$ cat src/rtl/sobel_3x3_pkg.sv
// -----------------------------------------------------------------------------
// sobel_pkg
//   Shared types and constants for the 3x3 Sobel gradient-magnitude engine.
//
//   PIX_W   : pixel width (8-bit grayscale)
//   GRAD_W  : gradient width; the Sobel sums span +/-1020, so 11-bit
//             two's complement holds them with no truncation
//   PIX_MAX : saturated output pixel value
//   pix_t   : unsigned pixel
//   grad_t  : signed gradient
//   zext()  : widens a pixel to a non-negative gradient operand so that
//             every subtraction in the datapath is carried out at full width
// -----------------------------------------------------------------------------
package sobel_pkg;

   localparam int PIX_W  = 8;
   localparam int GRAD_W = 11;

   typedef logic        [PIX_W-1:0]  pix_t;
   typedef logic signed [GRAD_W-1:0] grad_t;

   localparam pix_t PIX_MAX = 8'd255;

   function automatic grad_t zext(input pix_t p);
      return grad_t'({{(GRAD_W-PIX_W){1'b0}}, p});
   endfunction

endpackage

$ cat src/rtl/sobel_3x3_if.sv
// -----------------------------------------------------------------------------
// sobel_3x3_if
//   Pixel-window bus between the window generator and the Sobel engine.
//
//   p0 p1 p2 : top row    (left, centre, right)
//   p3    p5 : middle row (left, right); the centre pixel is not used
//   p6 p7 p8 : bottom row (left, centre, right)
//   out      : registered edge magnitude returned by the engine
//
//   master : window generator side (drives the window, reads out)
//   slave  : Sobel engine side     (reads the window, drives out)
// -----------------------------------------------------------------------------
interface sobel_3x3_if;
   import sobel_pkg::*;

   pix_t p0;
   pix_t p1;
   pix_t p2;
   pix_t p3;
   pix_t p5;
   pix_t p6;
   pix_t p7;
   pix_t p8;
   pix_t out;

   modport master (
      output p0, p1, p2, p3, p5, p6, p7, p8,
      input  out
   );

   modport slave (
      input  p0, p1, p2, p3, p5, p6, p7, p8,
      output out
   );

endinterface

$ cat src/rtl/sobel_3x3_abs.sv
// -----------------------------------------------------------------------------
// sobel_abs
//   Absolute value of a signed Sobel gradient.
//
//   grad_i : signed gradient (grad_t)
//   mag_o  : unsigned magnitude, same width as the gradient
//
//   The gradient never reaches the most negative code (-1024), so the
//   two's-complement negation of any legal value (down to -1020) fits
//   without overflow.
// -----------------------------------------------------------------------------
module sobel_abs
   import sobel_pkg::*;
(
   input  grad_t             grad_i,
   output logic [GRAD_W-1:0] mag_o
);

   grad_t neg_grad;

   always_comb begin
      neg_grad = -grad_i;
      if (grad_i[GRAD_W-1]) begin
         mag_o = neg_grad;
      end else begin
         mag_o = grad_i;
      end
   end

endmodule

$ cat src/rtl/sobel_3x3.sv
// -----------------------------------------------------------------------------
// sobel_3x3
//   Single-cycle-latency Sobel gradient-magnitude engine. Each clock it takes
//   a 3x3 window (centre excluded), forms the horizontal and vertical Sobel
//   gradients, and registers the saturated L1 magnitude |gx| + |gy| as an
//   8-bit edge pixel. One result per clock, no handshake, no enable.
//
//   clk   : rising-edge clock
//   rst_n : asynchronous active-low reset; clears out to 0 immediately
//   win   : window bus (slave side) carrying p0..p8 (no p4) in and out back
//
//   gx = (p2 - p0) + 2*(p5 - p3) + (p8 - p6)
//   gy = (p0 - p6) + 2*(p1 - p7) + (p2 - p8)
// -----------------------------------------------------------------------------
module sobel_3x3
   import sobel_pkg::*;
(
   input  logic         clk,
   input  logic         rst_n,
   sobel_3x3_if.slave   win
);

   grad_t             gx_d;
   grad_t             gy_d;
   logic [GRAD_W-1:0] mag_x;
   logic [GRAD_W-1:0] mag_y;
   logic [GRAD_W-1:0] sum_d;
   pix_t              out_d;
   pix_t              out_q;

   // Centre-column/row weights of 2 are applied as a shift of the difference,
   // which stays within +/-1020 and so never wraps the 11-bit gradient.
   always_comb begin
      gx_d = (zext(win.p2) - zext(win.p0))
           + ((zext(win.p5) - zext(win.p3)) <<< 1)
           + (zext(win.p8) - zext(win.p6));
      gy_d = (zext(win.p0) - zext(win.p6))
           + ((zext(win.p1) - zext(win.p7)) <<< 1)
           + (zext(win.p2) - zext(win.p8));
   end

   sobel_abs u_abs_x (
      .grad_i (gx_d),
      .mag_o  (mag_x)
   );

   sobel_abs u_abs_y (
      .grad_i (gy_d),
      .mag_o  (mag_y)
   );

   // Sum peaks at 2040, which still fits the 11-bit unsigned width.
   always_comb begin
      sum_d = mag_x + mag_y;
      if (|sum_d[GRAD_W-1:PIX_W]) begin
         out_d = PIX_MAX;
      end else begin
         out_d = sum_d[PIX_W-1:0];
      end
   end

   always_ff @(posedge clk or negedge rst_n) begin
      if (!rst_n) begin
         out_q <= '0;
      end else begin
         out_q <= out_d;
      end
   end

   assign win.out = out_q;

endmodule

$ cat src/flat_wrapper.sv
// flat-port wrapper written by rule: the top's interface ports become plain ports
module sobel_3x3_flat import sobel_pkg::*;
  (clk, rst_n, win_p0, win_p1, win_p2, win_p3, win_p5, win_p6, win_p7, win_p8, win_out);
  sobel_3x3_if win_i ();
  input  logic clk;
  input  logic rst_n;
  input wire logic [$bits(win_i.p0)-1:0] win_p0;
  input wire logic [$bits(win_i.p1)-1:0] win_p1;
  input wire logic [$bits(win_i.p2)-1:0] win_p2;
  input wire logic [$bits(win_i.p3)-1:0] win_p3;
  input wire logic [$bits(win_i.p5)-1:0] win_p5;
  input wire logic [$bits(win_i.p6)-1:0] win_p6;
  input wire logic [$bits(win_i.p7)-1:0] win_p7;
  input wire logic [$bits(win_i.p8)-1:0] win_p8;
  output wire logic [$bits(win_i.out)-1:0] win_out;
  assign win_i.p0 = win_p0;
  assign win_i.p1 = win_p1;
  assign win_i.p2 = win_p2;
  assign win_i.p3 = win_p3;
  assign win_i.p5 = win_p5;
  assign win_i.p6 = win_p6;
  assign win_i.p7 = win_p7;
  assign win_i.p8 = win_p8;
  assign win_out = win_i.out;
  sobel_3x3 u_core (.clk(clk), .rst_n(rst_n), .win(win_i));
endmodule
$ cat config.mk
export PLATFORM = sky130hd
export DESIGN_NAME = sobel_3x3_flat
export DESIGN_NICKNAME = d
export VERILOG_FILES = /design/src/rtl/sobel_3x3_pkg.sv /design/src/rtl/sobel_3x3_if.sv /design/src/rtl/sobel_3x3_abs.sv /design/src/rtl/sobel_3x3.sv /design/src/flat_wrapper.sv
export SDC_FILE = /design/constraint.sdc
export NUM_CORES = 1
export LEC_CHECK = 0
export ABC_AREA = 0
export CAP_MARGIN = 30
export CORE_AREA = 2 2 96 136
export CTS_CLUSTER_SIZE = 28
export DETAILED_ROUTE_END_ITERATION = 10
export DIE_AREA = 0 0 98 138
export SKIP_CTS_REPAIR_TIMING = 1
export SLEW_MARGIN = 20
export SYNTH_ARGS = -nofsm -noshare
export SYNTH_HDL_FRONTEND = slang
export SYNTH_SLANG_ARGS = --single-unit
$ cat constraint.sdc
create_clock -name clk -period 0.8 [get_ports clk]
set_input_delay 0.12 -clock clk [delete_from_list [all_inputs] [get_ports clk]]
set_output_delay 0.12 -clock clk [all_outputs]
set_load 0.01 [all_outputs]
==> summary.txt <==
Global routing
  – Gr ovfl total: 0
  – First-pass GRT wire length: 19.3 mm
  – Vias in the first global route: 4494
  – Largest net degree at the start of global routing: 9
  – Initial antenna violation count: 0
  – Total GRT Usage: 0.167

Floorplanning
  – Cell row count: 49
  – Overall die width: 98 um
  – Die Y-Extent: 138 um
  – Num ports: 74
  – Core area: 0.0124 mm^2
  – Die ar.: 0.0135 mm^2
  – Initial Utilization: 0.340

Yosys
  – Yosys top cell area share: 0.236
  – Synthesized net count: 704
  – Async S/R FF share, synth: 1.00
  – Mapped cell area: 0.00423 mm^2
  – Largest cells by area after synthesis: ha_1 24%, fa_1 13%, inv_1 8.5%
  – Post-synth EDFFs: 0
  – Total number of yosys warnings: 0
  – Mapped Cells: 531
  – FF+latch count, synth: 8
  – Register area share after synthesis: 0.0473
  – Syn Area/Cell: 7.97 um^2
  – Commonest cells in the synthesized netlist: 96 x inv_1, 80 x ha_1, 34 x xor2_1
  – Yosys cell types: 51
  – Ys flop type: dfrtp_1
  – Leading area contributor after synthesis: ha_1
  – Most frequent cell after synthesis: inv_1

Drt
  – Number of remaining DRC errors: 0
  – DRT antenna net count: 0
  – Drt first-iter violations: 129
  – DR WL/cell: 13.0 um
  – Via count: 4456
  – First drt pass iteration count: 4
  – Number of vias per cell: 4.78
  – DRT Wirelength: 12.1 mm

Timing
  – Final Cycle Share: 6.84
  – Final Hold Vio Count: 0
  – Slew HR: 0.673
  – Post-route setup slack: -4670 ps
  – RSZ-0062 raised after global routing: yes
  – Post-route minimum period: 5470 ps
  – Final setup violation count: 16
  – Final Slew Violations: 0
  – Fin Hold WS: 159 ps
  – Max Fclk: 183 MHz
  – Slew @ Worst Pin: 487 ps

CTS
  – CTS tree: done
  – CTS clock-pin slew for the worst setup and hold paths: 40 ps
  – H-tree levels: 1
  – Num CTS Buffers: 3
  – CTS Sinks: 8
  – Clock Tree Buf Depth: 2
  – Root buffer cell: clkbuf_16

Min path
  – Hold Path Class: input port to asynchronous set/reset pin

Critical path
  – Arrival time worst endpoint: 5580 ps
  – Startpoint Class: input port
  – Critical path type: input port to register
  – Crit path max fanout: 8
  – Crit end category: register
  – Crit path from: win_p6[3]
  – Critical path endpoint: u_core.win.out[4]
  – Required @ worst endpoint: 920 ps

Placement
  – Routability congestion estimate: 0.878
  – Final HPWL DP: 10.4 mm
  – Placed inst area: 0.00645 mm^2
  – Port Buf Inserts: 73
  – Pre-CTS setup slack: -5400 ps

Job
  – Max Cap Violations: 0

Finish
  – Final #Nets: 955
  – P&R area growth vs syn: 66.5%
  – ANT cells: 0
  – Layout cells sized above 1: 0.372
  – Post-Layout Inst Area: 0.00705 mm^2
  – Final Util: 0.566
  – Max FFs per register: 8
  – Fillers: 1120

Outcome
  – Status: finished, violations left
  – Failing checks: setup timing
layer usage:
metal / up-vias / track usage / part of all wire
met5: - / 0 / 0
met4: 0 / 0.0351 / 0.018
met3: 13 / 0.00607 / 0.018
met2: 66 / 0.340 / 0.58
met1: 2090 / 0.186 / 0.39
li1: 2287 / - / -
placed cells by master (no fill, tap or decap), types with 14 or more instances in the layout:
cell,synthesis,layout
ha_1,80,58
nand2b_1,21,19
fa_1,27,21
inv_1,96,86
nand2_1,19,15
xnor2_1,33,31
nor2_1,33,29
buf_4,0,172
clkdlybuf4s50_1,0,42
a21oi_1,33,21
dlymetal6s2s_1,0,18
a21o_1,19,19
ha_4,0,16
o21ai_1,0,14
xor2_1,34,29
layout make-up:
| class | count | area [um^2] | share of cell area |
|---|---|---|---|
| clock buffer | 3 | 75.1 | 0.0106 |
| sequential | 8 | 200 | 0.0284 |
| timing repair buffer | 247 | 2050 | 0.291 |
| multi-input combinational | 426 | 4160 | 0.590 |
| inverter | 96 | 375 | 0.0532 |
| tap | 153 | 191 | 0.0272 |
worst max-delay path, cell delays in order:
cell and delay (ps):
clkdlybuf4s50_1 460, inv_1 80, ha_1 330, o21ai_2 80
a21oi_1 90, o21ai_1 130, nand2b_1 80, a21o_1 150
a21o_1 190, fa_1 550, inv_2 50, ha_4 250
a21oi_4 140, nand2_1 70, a2111o_1 400, o311a_4 160
mux2_4 330, fa_2 400, a21o_1 200, a21oi_2 210
o21ai_4 100, o41ai_4 270, nor3b_2 230, o21ai_1 100
mux2i_2 170, buf_6 170, nand2_1 60
metrics by stage:
| step | TNS [ps] | instances |
|---|---|---|
| 6_report | -37490 | 933 |
| 5_1_grt | -39930 | 933 |
| 4_1_cts | -44540 | 919 |
| 2_1_floorplan | -36280 | 531 |
| 3_5_place_dp | -44390 | 916 |
| 3_3_place_gp | -43090 | 916 |
cells by family after synthesis:
family | share of synthesized area
compound gates | 0.203
xor+xnor | 0.139
fa+ha+maj | 0.364
buf+inv | 0.0878
flops | 0.0473
mux | 0.0109
simple gates | 0.148
worst min-delay path by stage:
stage | to | start | slack, ps
global placement | u_core.win.out[6] | rst_n | 400
floorplan | u_core.win.out[0] | rst_n | -180
finish | u_core.win.out[2] | rst_n | 160
CTS | u_core.win.out[5] | rst_n | 170
detailed placement | u_core.win.out[5] | rst_n | 410
global route | u_core.win.out[5] | rst_n | 190
Power is not shown: default switching activity piles up to over one toggle a cycle in this logic, so the estimate is an artifact.
